<file path="src/rtl/mem_xfer_pkg.sv">
// Shared types and defaults for the host-side memory transfer sequencer.
package mem_xfer_pkg;

  localparam int unsigned DATA_W         = 8;
  localparam int unsigned DEF_AW         = 8;
  localparam int unsigned DEF_LOAD_BASE  = 0;
  localparam int unsigned DEF_LOAD_LEN   = 64;
  localparam int unsigned DEF_DUMP_BASE  = 64;
  localparam int unsigned DEF_DUMP_LEN   = 64;
  localparam int unsigned DEF_TIMEOUT    = 4096;

  localparam int unsigned STATE_W = 3;
  localparam logic [STATE_W-1:0] S_IDLE = 3'd0;
  localparam logic [STATE_W-1:0] S_LOAD = 3'd1;
  localparam logic [STATE_W-1:0] S_REQ  = 3'd2;
  localparam logic [STATE_W-1:0] S_WAIT = 3'd3;
  localparam logic [STATE_W-1:0] S_DUMP = 3'd4;

  typedef enum logic [STATE_W-1:0] {
    XS_IDLE = S_IDLE,
    XS_LOAD = S_LOAD,
    XS_REQ  = S_REQ,
    XS_WAIT = S_WAIT,
    XS_DUMP = S_DUMP
  } xfer_state_t;

  // Watchdog counter width; one spare bit above the terminal count.
  function automatic int unsigned wd_width(input int unsigned timeout);
    return $clog2(timeout) + 1;
  endfunction

endpackage

</file>
<file path="src/rtl/xfer_watchdog.sv">
// Cycle counter for the WAIT phase; flags the cycle in which the budget runs out.
module xfer_watchdog
  import mem_xfer_pkg::*;
#(
  parameter int unsigned TIMEOUT = DEF_TIMEOUT
) (
  input  logic clk,
  input  logic reset,
  input  logic i_clr,
  input  logic i_en,
  output logic o_expired_c
);

  localparam int unsigned WD_W = wd_width(TIMEOUT);

  logic [WD_W-1:0] r_wd;

  always_ff @(posedge clk) begin
    if (reset) begin
      r_wd <= '0;
    end else if (i_clr) begin
      r_wd <= '0;
    end else if (i_en) begin
      r_wd <= r_wd + WD_W'(1);
    end
  end

  assign o_expired_c = i_en && (r_wd == WD_W'(TIMEOUT - 1));

endmodule

</file>
<file path="src/rtl/mem_xfer_ctrl.sv">
// Host-side session sequencer: loads operands into data memory, runs the core,
// then streams results back out to the host.
module mem_xfer_ctrl
  import mem_xfer_pkg::*;
#(
  parameter int unsigned AW        = DEF_AW,
  parameter int unsigned LOAD_BASE = DEF_LOAD_BASE,
  parameter int unsigned LOAD_LEN  = DEF_LOAD_LEN,
  parameter int unsigned DUMP_BASE = DEF_DUMP_BASE,
  parameter int unsigned DUMP_LEN  = DEF_DUMP_LEN,
  parameter int unsigned TIMEOUT   = DEF_TIMEOUT
) (
  input  logic              clk,
  input  logic              reset,
  input  logic              start,
  input  logic              in_valid,
  input  logic [DATA_W-1:0] in_data,
  output logic              in_ready,
  output logic              out_valid,
  output logic [DATA_W-1:0] out_data,
  input  logic              out_ready,
  output logic              mem_wr_en,
  output logic [AW-1:0]     mem_addr,
  output logic [DATA_W-1:0] mem_wr_data,
  input  logic [DATA_W-1:0] mem_rd_data,
  output logic              cpu_req,
  input  logic              cpu_done,
  output logic              busy,
  output logic              timeout
);

  localparam int unsigned CNT_W = AW + 1;

  if (64'(LOAD_BASE) + 64'(LOAD_LEN) > (64'(1) << AW)) begin : g_bad_load
    $error("mem_xfer_ctrl: load range exceeds data memory");
  end
  if (64'(DUMP_BASE) + 64'(DUMP_LEN) > (64'(1) << AW)) begin : g_bad_dump
    $error("mem_xfer_ctrl: dump range exceeds data memory");
  end
  if (TIMEOUT < 2) begin : g_bad_timeout
    $error("mem_xfer_ctrl: TIMEOUT must be at least 2");
  end

  xfer_state_t      r_state;
  xfer_state_t      w_state_nxt;
  logic [CNT_W-1:0] r_cnt;
  logic [CNT_W-1:0] w_cnt_nxt;
  logic             r_timeout;
  logic             w_timeout_nxt;
  logic             r_armed;
  logic             w_armed_nxt;
  logic             w_wd_clr;
  logic             w_wd_en;
  logic             w_wd_expired;
  logic             w_done_ok;

  xfer_watchdog #(
    .TIMEOUT (TIMEOUT)
  ) u_watchdog (
    .clk         (clk),
    .reset       (reset),
    .i_clr       (w_wd_clr),
    .i_en        (w_wd_en),
    .o_expired_c (w_wd_expired)
  );

  always_ff @(posedge clk) begin
    if (reset) begin
      r_state   <= XS_IDLE;
      r_cnt     <= '0;
      r_timeout <= 1'b0;
      r_armed   <= 1'b0;
    end else begin
      r_state   <= w_state_nxt;
      r_cnt     <= w_cnt_nxt;
      r_timeout <= w_timeout_nxt;
      r_armed   <= w_armed_nxt;
    end
  end

  always_comb begin
    w_state_nxt   = r_state;
    w_cnt_nxt     = r_cnt;
    w_timeout_nxt = r_timeout;
    w_armed_nxt   = r_armed;
    w_wd_clr      = 1'b0;
    w_wd_en       = 1'b0;
    w_done_ok     = 1'b0;

    in_ready    = 1'b0;
    mem_wr_en   = 1'b0;
    mem_wr_data = '0;
    mem_addr    = '0;
    out_valid   = 1'b0;
    out_data    = '0;
    cpu_req     = 1'b0;
    busy        = (r_state != XS_IDLE);
    timeout     = r_timeout;

    unique case (r_state)
      XS_IDLE: begin
        if (start) begin
          w_cnt_nxt     = '0;
          w_timeout_nxt = 1'b0;
          if (LOAD_LEN == 0) begin
            w_state_nxt = XS_REQ;
          end else begin
            w_state_nxt = XS_LOAD;
          end
        end
      end
      XS_LOAD: begin
        in_ready    = 1'b1;
        mem_wr_en   = in_valid;
        mem_wr_data = in_data;
        mem_addr    = AW'(LOAD_BASE) + r_cnt[AW-1:0];
        if (in_valid) begin
          w_cnt_nxt = r_cnt + CNT_W'(1);
          if (r_cnt == CNT_W'(LOAD_LEN - 1)) begin
            w_cnt_nxt   = '0;
            w_state_nxt = XS_REQ;
          end
        end
      end
      XS_REQ: begin
        cpu_req     = 1'b1;
        w_wd_clr    = 1'b1;
        w_armed_nxt = 1'b0;
        w_state_nxt = XS_WAIT;
      end
      XS_WAIT: begin
        // A done level left over from the previous run is ignored until the
        // core has been seen to drop it at least once.
        w_wd_en     = 1'b1;
        w_armed_nxt = r_armed | ~cpu_done;
        w_done_ok   = cpu_done & r_armed;
        if (w_done_ok) begin
          w_cnt_nxt = '0;
          if (DUMP_LEN == 0) begin
            w_state_nxt = XS_IDLE;
          end else begin
            w_state_nxt = XS_DUMP;
          end
        end else if (w_wd_expired) begin
          w_cnt_nxt     = '0;
          w_timeout_nxt = 1'b1;
          w_state_nxt   = XS_IDLE;
        end
      end
      XS_DUMP: begin
        out_valid = 1'b1;
        out_data  = mem_rd_data;
        mem_addr  = AW'(DUMP_BASE) + r_cnt[AW-1:0];
        if (out_ready) begin
          w_cnt_nxt = r_cnt + CNT_W'(1);
          if (r_cnt == CNT_W'(DUMP_LEN - 1)) begin
            w_cnt_nxt   = '0;
            w_state_nxt = XS_IDLE;
          end
        end
      end
      default: begin
        w_state_nxt = XS_IDLE;
      end
    endcase
  end

endmodule

</file>
<file path="config.mk">
export PLATFORM = sky130hd
export DESIGN_NAME = mem_xfer_ctrl
export DESIGN_NICKNAME = d
export VERILOG_FILES = /design/src/rtl/mem_xfer_pkg.sv /design/src/rtl/xfer_watchdog.sv /design/src/rtl/mem_xfer_ctrl.sv
export SDC_FILE = /design/constraint.sdc
export NUM_CORES = 1
export LEC_CHECK = 0
export ABC_AREA = 0
export CAP_MARGIN = 20
export CORE_ASPECT_RATIO = 1.75
export CORE_UTILIZATION = 49
export CTS_CLUSTER_SIZE = 25
export DETAILED_ROUTE_END_ITERATION = 12
export DONT_BUFFER_PORTS = 1
export GPL_ROUTABILITY_DRIVEN = 0
export GPL_TIMING_DRIVEN = 0
export PLACE_DENSITY_LB_ADDON = 0.05
export SLEW_MARGIN = 15
export SYNTH_ARGS = -nofsm -noshare
export SYNTH_HDL_FRONTEND = slang
export SYNTH_SLANG_ARGS = --single-unit
</file>
<file path="constraint.sdc">
create_clock -name clk -period 1.7 [get_ports clk]
set_clock_uncertainty 0.05 [all_clocks]
set_input_delay 0 -clock clk [delete_from_list [all_inputs] [get_ports clk]]
set_output_delay 0 -clock clk [all_outputs]
set_load 0.03 [all_outputs]
</file>
=== Yosys cells after proc, flatten, opt, wreduce, memory -nomap -nowiden ===
Index checks and enable logic that the tools add are counted.

* Register bits after elaboration: 27
* Input bits: 22
* Output and inout port bits: 30
* Logic and storage cells: 63

* $add $sub $neg: 3
* Equal/unequal tests: 14
* Multiplexer cells: 28
* Bitwise logic cells: 3
* Reduce and logical (&&, ||, !) cells: 10

{| class="wikitable"
|+ Operators by type and width
! operator !! number
|-
| $mux 9 || 6
|-
| $pmux 9 s4 || 1
|-
| $mux 3 || 7
|-
| $mux 8 || 2
|-
| $pmux 8 s2 || 1
|-
| $pmux 3 s5 || 1
|-
| $add 13x1->13 const B || 1
|-
| $eq 13x12->1 const B || 1
|-
| $ne 2x2->1 const B || 6
|-
| $add 9x1->9 const B || 1
|-
| $eq 9x6->1 const B || 1
|-
| $add 7x8->8 const A || 1
|-
| $mux 1 || 8
|-
| $eq 3x2->1 const B || 2
|-
| $reduce_and 6->1 || 1
|-
| $reduce_and 5->1 || 1
|-
| $pmux 1 s2 || 2
|-
| $reduce_and 4->1 || 1
|-
| $reduce_bool 2->1 || 2
|-
| $reduce_bool 4->1 || 1
|-
| $eq 3x1->1 const B || 1
|-
| $eq 3x3->1 const B || 1
|-
| $logic_not 3->1 || 1
|-
| $ne 3x2->1 const B || 1
|-
| other kinds (7) || 7
|}

=== Logic depth before layout (Yosys ltp) ===
* Word-level depth: 6
* Gate-level depth with buffers: 7
* Mapped depth without buffers: 6

=== Modules after synthesis ===
Synthesis repeated with hierarchy kept, for this count alone.

* Cells, all modules: 206
* Area, all modules: 1685.4 µm²

{| class="wikitable"
|+ Modules (own cells, without submodules)
! module !! times used !! cells each !! area each (µm²) !! sequential area each (µm²)
|-
| mem_xfer_ctrl || 1 || 140 || 1098.6 || 280.3
|-
| xfer_watchdog || 1 || 66 || 586.8 || 260.2
|}

=== Worst setup path before layout ===
Ideal clock, no wire load.

* Kind: flip-flop to flip-flop
* Start: register r_state[2]
* End: register r_armed
* Setup time: 128 ps
* Arrival: 1756 ps
* Required time: 1522 ps
* Slack: -234 ps
* Cell stages (with the launch flop): 8
* Path buffers: 3
* Clock period less this slack: 1934 ps
* Cells stage by stage: dfxtp_1 > buf_2 > nand2b_1 > nor2_1 > or2_2 > clkbuf_1 > clkbuf_1 > nor2_1

* Cells in the longest elaborated chain, start to end: 2
* Elaborated cells on any way between the ends: 4
* Classes of those cells: eq/ne (2); mux (1); reduce/logical (1)

{| class="wikitable"
|+ Ends and longest elaborated chain
! item !! RTL line !! RTL
|-
| start: declaration || mem_xfer_ctrl.sv:44 || <nowiki>xfer_state_t r_state;</nowiki>
|-
| start signal: assignment || mem_xfer_ctrl.sv:74 || <nowiki>r_state <= w_state_nxt;</nowiki>
|-
| $eq 3x2->1 || mem_xfer_ctrl.sv:100 || <nowiki>unique case (r_state)</nowiki>
|-
| $pmux 1 s2 / $reduce_bool 2->1 (equally long branches) || -- ||
|-
| end signal: assignment || mem_xfer_ctrl.sv:77 || <nowiki>r_armed <= w_armed_nxt;</nowiki>
|-
| end: declaration || mem_xfer_ctrl.sv:50 || <nowiki>logic r_armed;</nowiki>
|}

Several ways; a longest one is shown, not always the timed one.
A chain may end at the register's enable or synchronous reset.

=== Worst setup path after layout ===
* Start: register u_watchdog.r_wd[1]
* End: register r_state[0]

* Cells in the longest elaborated chain, start to end: 4

{| class="wikitable"
|+ Ends and longest elaborated chain
! item !! RTL line !! RTL
|-
| start: declaration || xfer_watchdog.sv:16 || <nowiki>logic [WD_W-1:0] r_wd;</nowiki>
|-
| start signal: assignment || xfer_watchdog.sv:24 || <nowiki>r_wd <= r_wd + WD_W'(1);</nowiki>
|-
| $eq 13x12->1 || xfer_watchdog.sv:28 || <nowiki>assign o_expired_c = i_en && (r_wd == WD_W'(TIMEOUT - 1));</nowiki>
|-
| $logic_and 1x1->1 || xfer_watchdog.sv:28 ||
|-
| $ne 3x2->1 (no source line) || -- ||
|-
| $reduce_and 6->1 (no source line) || -- ||
|}

No other way between the ends.

==> results.md <==
- Peak VDD IR: 629 uV
- Top cell type's share of synthesized area: 0.324
- Inst Count DP: 247
- GR Util All Layers: 0.280
- Die W: 46.1 um
- Crit path max-delay family: simple AND/OR/NAND/NOR gates
- LEAKAGE: 0.896 nW
- Die Ht: 79.2 um
- CTS tree: done
- Fmax: 539 MHz
- Grt total ovfl: 0
- Largest net degree at the start of global routing: 15
- Unrepaired setup endpoints after global routing: true
- Critical path launch point type: flip-flop
- Root buf cell: clkbuf_8
- H-tree depth: 1
- Number of synthesized flops with an enable pin: 0
- Register bit total from synthesis: 27
- Remaining routing DRC violations: 0
- Hold Fails Final Rpt: 1
- Status: finished, violations left
- Clk sinks: 27
- Mapped Area: 0.00167 mm^2
- Clock Pin Slew Worst Setup and Hold Paths: 0.10 ns
- HPWL after DPL: 3260 um
- Core area: 0.00321 mm^2
- Leading area contributor after synthesis: dfxtp_1
- Mean area per synthesized cell: 8.18 um^2
- MaxCap Viol Count: 0
- DRT Wirelength: 5110 um
- Worst path buffer plus inverter count: 0
- PortBufs: 0
- Post-route ant nets: 0
- Wirelength per Cell: 18.4 um
- Final setup fails: 19
- Detailed-route via count: 1728
- Worst hold slack: -0.000164 ns
- Seq/Total Area, Yosys: 0.324
- Failing checks: hold timing, setup timing
- CTS Buf Count: 3
- Fill count: 240
- Ys flop type: dfxtp_1
- Fin crit share: 1.09
- CP max stage delay: 0.46 ns
- Worst Tran Pin Value: 0.438 ns
- Final instance area: 0.00232 mm^2
- Inserted Diodes: 0
- CP Data Required Time: 1.83 ns
- Synth async-reset ratio: 0
- CP max stage cell: or4_4
- Vias per cell: 6.22
- Placed Area: 0.00177 mm^2
- Starting density of the core: 0.520
- Drt pass-1 iters: 4
- Leading cell type in the layout, fill and taps excluded: buf_4
- DRT iter0 DRCs: 45
- IO Count: 52
- Syn. warnings: 0
- Vias in the first global route: 1621
- Synth unique cells: 49
- Most frequent cells in the layout: buf_4, nor2_1, dfxtp_1
- Finished Core Util: 0.724
- Power Density: 1020 mW/mm^2
- Crit-path max FO: 2
- Post-layout minimum cycle time: 1.86 ns
- Layout cell share with drive strength beyond 1: 0.400
- Setup WS post-layout: -0.156 ns
- Pins Over Slew Limit: 0
- Critical path, cell by cell: ha_4 -> nand3_4 -> or4_4 -> a221oi_4 -> mux2_4
- Syn Inst Count: 204
- Rows: 27
- CTS max path bufs: 2
- Rel. slew slack: 0.708
- Initial antenna violation count: 0
- Worst skew pair latency: 0.28 ns
- Hold Path Class: input pin to flip-flop
- Worst Path Arrival: 1.98 ns
- WS Path Type: flip-flop to flip-flop
- Synthesis-to-layout area growth: 39.4%
- Final setup TNS: -1.29 ns
- Synth top area cells: dfxtp_1, and2_1, nor2_1, and3_1, xnor2_1
- # nets final: 262
- Die area: 0.00365 mm^2
- Syn nets: 230
- Crit end category: flip-flop
- First-pass GRT wire length: 7530 um
- Non-filler cells, final: 278
## per-layer routing
layer	wire length [um]	global-route usage
met5	0	0
met3	174	0.0386
met1	1800	0.277
met4	147	0.141
met2	2980	0.520
## registers in the layout, summed over array words and instances (netlist names)
register and flops:
timeout 1, u_watchdog.r_wd 13, r_cnt 9, r_armed 1, r_state 3
## power by group
group | internal [mW] | switching [mW] | total [mW]
Clock | 0.169 | 0.218 | 0.386
Sequential | 0.659 | 0.0324 | 0.692
Combinational | 0.558 | 0.724 | 1.28
Total | 1.39 | 0.974 | 2.36
## final timing paths
kind,start,endpoint,slack [ns],cells past startpoint
setup reg to reg,u_watchdog.r_wd[1],r_state[0],-0.16,5
hold / removal,reset,r_cnt[7],-0.0002,2
hold reg to reg,r_cnt[0],r_cnt[0],0.45,1
setup / recovery,u_watchdog.r_wd[1],r_state[0],-0.16,5
## stage by stage
step / power, mW / worst slack (ns)
5_1_grt: 2.45 / -0.191
2_1_floorplan: 1.33 / -0.104
3_5_place_dp: 1.46 / -0.494
3_3_place_gp: 1.44 / -0.452
4_1_cts: 2.07 / -0.174
6_report: 2.36 / -0.156
## layout make-up
type | instances | area, um^2 | share of cell area
Inverter | 5 | 18.8 | 0.00807
Clock buffer | 4 | 45.0 | 0.0194
Timing Repair Buffer | 31 | 262 | 0.112
Tap cell | 43 | 53.8 | 0.0231
Multi-Input combinational cell | 158 | 1270 | 0.546
Buffer | 10 | 88.8 | 0.0382
Sequential cell | 27 | 587 | 0.252
## repair_timing
| action | in CTS | in global routing |
|---|---|---|
| hold buffers | 3 | 0 |
| gates resized for setup | 58 | 29 |
| endpoints found under the setup margin | 41 | 32 |
| buffers inserted | 17 | 10 |
| cloned | 0 | 1 |
| pin swaps | 4 | 11 |
| endpoints found under the hold margin | 10 | 0 |
## logic make-up (layout without fill, tap and decap cells)
kind of cell / count (synthesis) / after routing / share of synthesized area
flops: 27 / 27 / 0.324
simple gates: 108 / 108 / 0.373
xor+xnor: 11 / 11 / 0.0578
mux: 4 / 4 / 0.0248
buf+inv: 19 / 50 / 0.0480
fa+ha+maj: 4 / 4 / 0.0300
compound gates: 31 / 31 / 0.143
## synth_stat cells (6+ instances only)
master,n
and3_1,12
clkbuf_1,10
a21oi_1,6
xnor2_1,6
nand3_1,10
dfxtp_1,27
nor2_1,21
nand2_1,11
nand2b_1,7
nand4_1,7
and2_1,16
No activity file was read; power rests on OpenSTA's default activity.
